[config.mk]
export PLATFORM = sky130hd
export DESIGN_NAME = rom_fetch
export DESIGN_NICKNAME = d
export VERILOG_FILES = /design/src/rtl/rom_fetch.sv
export SDC_FILE = /design/constraint.sdc
export NUM_CORES = 1
export LEC_CHECK = 0
export BUFFER_PORTS_ARGS = -buffer_cell sky130_fd_sc_hd__buf_2
export CORE_AREA = 2 2 144 118
export DETAILED_ROUTE_END_ITERATION = 8
export DIE_AREA = 0 0 146 120
export PLACE_DENSITY = 0.64
export SETUP_SLACK_MARGIN = 0.1
export SLEW_MARGIN = 15
export SYNTH_ARGS = -nofsm -noshare
export SYNTH_HDL_FRONTEND = slang
export SYNTH_SLANG_ARGS = --single-unit
[constraint.sdc]
create_clock -name clk -period 2.6 [get_ports clk]
set_input_delay 0.13 -clock clk [delete_from_list [all_inputs] [get_ports clk]]
set_output_delay 0.13 -clock clk [all_outputs]
set_load 0.01 [all_outputs]
[src/rtl/rom_fetch.sv]
// rom_fetch: initiator side of the byte-wide ROM read port.
// Accepts an aligned word fetch from the core, issues four toggle-triggered
// byte reads, assembles the 32-bit word and hands it over with valid/ready.
// Optional macro ROM_PREFETCH_EN adds a one-word sequential prefetch buffer
// (fetches base+4 after each consumed word). Undefined by default.
module rom_fetch #(
    parameter int WAIT_CYCLES = 1,    // edges from trigger toggle to rom_data sample (1..15)
    parameter bit BIG_ENDIAN  = 1'b0  // 1: byte at base+0 lands in [31:24]
) (
    input  logic        clk,
    input  logic        rst_n,
    input  logic        req_valid,
    output logic        req_ready,
    input  logic [31:0] req_addr,
    input  logic        flush,
    output logic        instr_valid,
    input  logic        instr_ready,
    output logic [31:0] instr_data,
    output logic [31:0] instr_addr,
    output logic [31:0] rom_addr,
    output logic        rom_trigger,
    input  logic [7:0]  rom_data
);

    typedef enum logic [1:0] {IDLE = 2'd0, ISSUE = 2'd1, WAIT = 2'd2, DONE = 2'd3} state_t;

    state_t      state_q, state_d;
    logic [31:0] base_q;
    logic [31:0] acc_q;
    logic [31:0] merged;
    logic [31:0] req_base;
    logic [1:0]  k_q;
    logic [1:0]  lane;
    logic [3:0]  cnt_q;
    logic        accept;
    logic        capture;
    logic        last;
    logic        consume;

    assign req_base = req_addr & 32'hFFFF_FFFC;
    assign capture  = (state_q == WAIT) && (cnt_q == 4'd1);
    assign last     = (k_q == 2'd3);
    assign consume  = (state_q == DONE) && instr_valid && instr_ready;
    assign lane     = BIG_ENDIAN ? (2'd3 - k_q) : k_q;

`ifdef ROM_PREFETCH_EN
    logic        pf_active_q;   // current ROM sequence belongs to the prefetch buffer
    logic        pf_valid_q;    // buffer holds a complete word
    logic        redir_q;       // demand miss waiting for the current byte to finish
    logic [31:0] pf_addr_q;
    logic [31:0] pf_data_q;
    logic [31:0] redir_base_q;
    logic [31:0] tgt_base;
    logic        hit;
    logic        steal;
    logic        redir_eff;
    logic        pf_own;

    assign req_ready = ((state_q == IDLE) || pf_active_q) && !flush;
    assign accept    = req_valid && req_ready;
    assign hit       = (state_q == IDLE) && pf_valid_q && (pf_addr_q == req_base);
    // A demand request arriving while the prefetch sequence is running
    assign steal     = accept && pf_active_q;
    assign redir_eff = redir_q || (steal && (req_base != base_q));
    assign tgt_base  = redir_q ? redir_base_q : req_base;
    assign pf_own    = pf_active_q && !steal;
`else
    assign req_ready = (state_q == IDLE) && !flush;
    assign accept    = req_valid && req_ready;
`endif

    // Current word with the incoming ROM byte dropped into its lane
    always_comb begin
        merged = acc_q;
        merged[8*lane +: 8] = rom_data;
    end

    // State register
    always_ff @(posedge clk or negedge rst_n) begin
        if (!rst_n) state_q <= IDLE;
        else        state_q <= state_d;
    end

    // Next-state logic; flush overrides everything
    always_comb begin
        state_d = state_q;
        if (flush) begin
            state_d = IDLE;
        end else begin
            case (state_q)
                IDLE: begin
`ifdef ROM_PREFETCH_EN
                    if (accept) state_d = hit ? DONE : ISSUE;
`else
                    if (accept) state_d = ISSUE;
`endif
                end
                ISSUE: state_d = WAIT;
                WAIT: begin
                    if (capture) begin
`ifdef ROM_PREFETCH_EN
                        if (redir_eff)   state_d = ISSUE;
                        else if (last)   state_d = pf_own ? IDLE : DONE;
                        else             state_d = ISSUE;
`else
                        state_d = last ? DONE : ISSUE;
`endif
                    end
                end
                DONE: begin
`ifdef ROM_PREFETCH_EN
                    if (consume) state_d = ISSUE;
`else
                    if (consume) state_d = IDLE;
`endif
                end
                default: state_d = IDLE;
            endcase
        end
    end

    // Fetch datapath: ROM address/trigger, byte assembly and output word
    always_ff @(posedge clk or negedge rst_n) begin
        if (!rst_n) begin
            base_q      <= '0;
            acc_q       <= '0;
            k_q         <= 2'd0;
            cnt_q       <= 4'd0;
            rom_addr    <= '0;
            rom_trigger <= 1'b0;
            instr_valid <= 1'b0;
            instr_data  <= '0;
            instr_addr  <= '0;
        end else if (flush) begin
            // partial bytes are dropped; trigger level is left where it is
            instr_valid <= 1'b0;
            k_q         <= 2'd0;
            cnt_q       <= 4'd0;
        end else begin
            case (state_q)
                IDLE: begin
                    if (accept) begin
                        base_q <= req_base;
                        k_q    <= 2'd0;
                        acc_q  <= '0;
`ifdef ROM_PREFETCH_EN
                        if (hit) begin
                            instr_data <= pf_data_q;
                            instr_addr <= pf_addr_q;
                        end
`endif
                    end
                end
                ISSUE: begin
                    rom_addr    <= base_q + {30'd0, k_q};
                    rom_trigger <= ~rom_trigger;
                    cnt_q       <= 4'(WAIT_CYCLES);
                end
                WAIT: begin
                    cnt_q <= cnt_q - 4'd1;
                    if (capture) begin
                        acc_q <= merged;
`ifdef ROM_PREFETCH_EN
                        if (redir_eff) begin
                            base_q <= tgt_base;
                            k_q    <= 2'd0;
                            acc_q  <= '0;
                        end else if (last) begin
                            k_q <= 2'd0;
                            if (!pf_own) begin
                                instr_data  <= merged;
                                instr_addr  <= base_q;
                                instr_valid <= 1'b1;
                            end
                        end else begin
                            k_q <= k_q + 2'd1;
                        end
`else
                        if (last) begin
                            k_q         <= 2'd0;
                            instr_data  <= merged;
                            instr_addr  <= base_q;
                            instr_valid <= 1'b1;
                        end else begin
                            k_q <= k_q + 2'd1;
                        end
`endif
                    end
                end
                DONE: begin
                    if (consume) begin
                        instr_valid <= 1'b0;
`ifdef ROM_PREFETCH_EN
                        base_q <= base_q + 32'd4;
                        k_q    <= 2'd0;
                        acc_q  <= '0;
`endif
                    end
`ifdef ROM_PREFETCH_EN
                    // buffer hit: word was loaded at accept, valid follows one edge later
                    else if (!instr_valid) begin
                        instr_valid <= 1'b1;
                    end
`endif
                end
                default: ;
            endcase
        end
    end

`ifdef ROM_PREFETCH_EN
    // Prefetch buffer bookkeeping
    always_ff @(posedge clk or negedge rst_n) begin
        if (!rst_n) begin
            pf_active_q  <= 1'b0;
            pf_valid_q   <= 1'b0;
            redir_q      <= 1'b0;
            pf_addr_q    <= '0;
            pf_data_q    <= '0;
            redir_base_q <= '0;
        end else if (flush) begin
            pf_active_q <= 1'b0;
            pf_valid_q  <= 1'b0;
            redir_q     <= 1'b0;
        end else begin
            if ((state_q == IDLE) && accept)
                pf_valid_q <= 1'b0;
            if (steal) begin
                pf_active_q <= 1'b0;
                if ((req_base != base_q) && !capture) begin
                    redir_q      <= 1'b1;
                    redir_base_q <= req_base;
                end
            end
            if (capture && redir_q)
                redir_q <= 1'b0;
            if (capture && last && pf_own && !redir_eff) begin
                pf_valid_q  <= 1'b1;
                pf_addr_q   <= base_q;
                pf_data_q   <= merged;
                pf_active_q <= 1'b0;
            end
            if (consume) begin
                pf_active_q <= 1'b1;
                pf_valid_q  <= 1'b0;
            end
        end
    end
`endif

endmodule

==> out/qor.yml <==
status:
  status: "complete, no violations"
synthesis:
  ys_types: 49
  synthCells: 492
  ys_ff_latch: 166
  synth_top_family_by_area: "multiplexers"
  async_flop_share_pct: 100
  synth_edf_count: 0
  synth-simple-area-share_pct: 4.97
  yosys-mux-area-fraction_pct: 22.2
  synth-warning-count: 0
  synth-xor-area-share_pct: 0.360
  synth_compound_gate_area_share_pct: 9.14
  synth-adder-area-share_pct: 1.37
  syn_avg_cell_area_um2: 14.8
  synth-seq-area-share_pct: 56.9
  yosys.area.top_type_share_pct: 56.9
  yosysTopAreaCell: "dfrtp_1"
  synth_area_um2: 7290
  ys_top_cells_by_area: "dfrtp_1 (57%), mux2_4 (12%), mux2_2 (10%)"
  synthFlopType: "dfrtp_1"
timing:
  timing.slew.headroom_pct: 47.3
  rsz0062_at_grt: "no"
  post-route-min-period_ns: 2.06
  finalSetupViolCount: 0
  hold_viol_final: 0
  tns_ns: 0
  worst_pin_slew_ns: 0.787
  holdWs_ns: 0.0498
  slew_viol_final: 0
  finalClockSkew_ns: 0.00847
  setup_slack_ns: 0.542
  finalCritPeriodShare_pct: 79.2
  max_freq_mhz: 486
global_routing:
  grt_max_degree: 86
  grt_first_pass_wirelength_um: 26300
  grt_overflow: 0
  grt_pass1_vias: 4951
  antenna_found_initial: 0
  grt_usage_pct: 19.0
floorplanning:
  ios: 144
  dieArea_um2: 17500
  placementRows: 42
  die_y_um: 120
  start_util_pct: 45.1
  core-area_um2: 16200
  die_x_um: 146
detailed_routing:
  drc_errors: 0
  via_per_inst: 5.22
  dr_total_vias: 4685
  wire_per_inst_um: 17.9
  wl_um: 16100
  ant_nets: 0
  drt_first_pass_iters: 5
  drt_iter0_drc: 346
critical_path:
  start_kind: "flop"
  required_ns: 2.95
  cp_max_fo: 7
  critPathCaptureType: "flop"
  critPathArrivalTime_ns: 2.41
  critPathKind: "flop to flop"
pwr:
  p_leak_nw: 4.47
  ir_drop_uv: 397
  p_per_area_nw_per_um2: 758
place:
  portBuffers: 139
  dp_hpwl_um: 10600
  place_area_um2: 8170
  pre_cts_slack_ns: 0.561
  place_congestion: 0.780
clocking:
  cts_tree: "built"
  htree_num_levels: 4
  cts.path.max_buffers: 2
  cts_buffers: 17
  post_cts.repair.setup_buffers: 0
  clk_pin_slew_worst_paths_ns: 0.06
  clkLatencyLatePin_ns: 0.42
  root_buffer: "clkbuf_16"
  cts_sinks: 166
finish:
  finalInstanceArea_um2: 9130
  fin_nets: 718
  drive_gt1_share_pct: 46.6
  area_growth_pct: 25.1
  diodes: 0
flow_run:
  max_cap_viol_count: 0
hold_path:
  hold_class: "input port to flop"
## report_power, final
part | internal, W | total, W | switching [W] | leakage [nW]
logic | 0.000582 | 0.00111 | 0.000529 | 1.98
registers | 0.00297 | 0.00321 | 0.000239 | 2.19
clock network | 0.00155 | 0.00260 | 0.00105 | 0.301
total | 0.00510 | 0.00692 | 0.00182 | 4.47
## worst max-delay path: stages (launching register included)
cell	delay (ns)
dfrtp_1	0.44
inv_1	0.11
ha_1	0.38
nand4bb_1	0.31
nor3_1	0.54
a22o_1	0.22
## path summary, 6_finish.rpt
path	start	to	slack (ns)	cells past startpoint
max	k_q[1]	acc_q[30]	0.54	5
min	instr_ready	state_q[0]	0.05	4
max reg2reg	k_q[1]	acc_q[30]	0.54	5
min reg2reg	rom_addr[29]	rom_addr[29]	0.50	1
max in group asynchronous	rst_n	instr_addr[23]	1.74	3
min in group asynchronous	rst_n	instr_data[10]	0.13	2
## final cells by class
class,count,area (um2)
Fill cell,1346,7060
Sequential cell,166,4150
Multi-Input combinational cell,271,2790
Timing Repair Buffer,188,1220
Clock buffer,18,439
Tap cell,220,275
Clock inverter,14,174
Inverter,21,78.8
## cell families (layout without fill, tap and decap cells)
group,after synthesis,in the layout
AO/OA/AOI/OAI,82,82
XOR/XNOR,3,3
adder cells (fa/ha/maj),8,8
buffers and inverters,56,241
flip-flops,166,166
multiplexers,124,124
other,1,2
AND/OR/NAND/NOR,52,52
## through the flow
| step | std cells | power, W | util [%] |
|---|---|---|---|
| after floorplan | 493 | 0.00382 | - |
| after global placement | 832 | 0.00426 | 50.5 |
| after detailed placement | 832 | 0.00433 | 50.5 |
| after CTS | 898 | 0.00698 | 56.4 |
| after global routing | 898 | 0.00725 | 56.4 |
| final | 898 | 0.00692 | 56.4 |
## timing repair
| action | 4_1_cts | 5_1_grt |
|---|---|---|
| endpoints found under the setup margin | 0 | 0 |
| endpoints found under the hold margin | 199 | 0 |
| hold buffers | 34 | 0 |
| gates resized for setup | 0 | 0 |
## registers in the layout, summed over array words and instances (netlist names)
signal and count:
base_q 30, instr_addr 30, state_q 2, k_q 2
instr_data 32, cnt_q 4, acc_q 32, rom_trigger 1
rom_addr 32, instr_valid 1
## synthesized netlist by cell type, drive strengths merged (3+ instances only)
cell and count:
buf 29, o32ai 5, and3 3, nor3 4, mux2 124, nand4bb 3, o22ai 4, nand2b 4
dfrtp 166, clkbuf 6, nor2b 3, a31oi 4, nand2 4, ha 8, nor3b 4, a22o 44
nor2 8, a21oi 5, nand3 7, inv 21, o2bb2ai 12
## metal layers
metal / track usage (%) / up-vias / wire length [um]
met3: 4.71 / 10 / 788
met4: 5.04 / 0 / 137
met2: 30.9 / 107 / 7920
li1: - / 2135 / -
met1: 25.7 / 2433 / 7230
met5: 0 / - / 0
## placed cells by master, fill, tap and decap left out, drive strengths merged, types with 2 or more instances in the layout
cell / synthesis / routed
o22ai: 4 / 4
dfrtp: 166 / 166
clkbuf: 6 / 18
clkinv: 0 / 6
mux2: 124 / 124
nand2: 4 / 4
a22o: 44 / 44
nor2b: 3 / 3
a31oi: 4 / 4
dlygate4sd3: 0 / 34
o21ai: 2 / 2
nor3b: 4 / 4
buf: 29 / 154
a211oi: 2 / 2
ha: 8 / 8
nand4bb: 3 / 3
xor2: 2 / 2
conb: 1 / 2
o32ai: 5 / 5
o2bb2ai: 12 / 12
and3: 3 / 3
a21oi: 5 / 5
nand3: 7 / 7
nor2: 8 / 8
nand2b: 4 / 4
bufinv: 0 / 3
inv: 21 / 25
nor4bb: 2 / 2
nor3: 4 / 4
(Power assumes the default switching activity.)
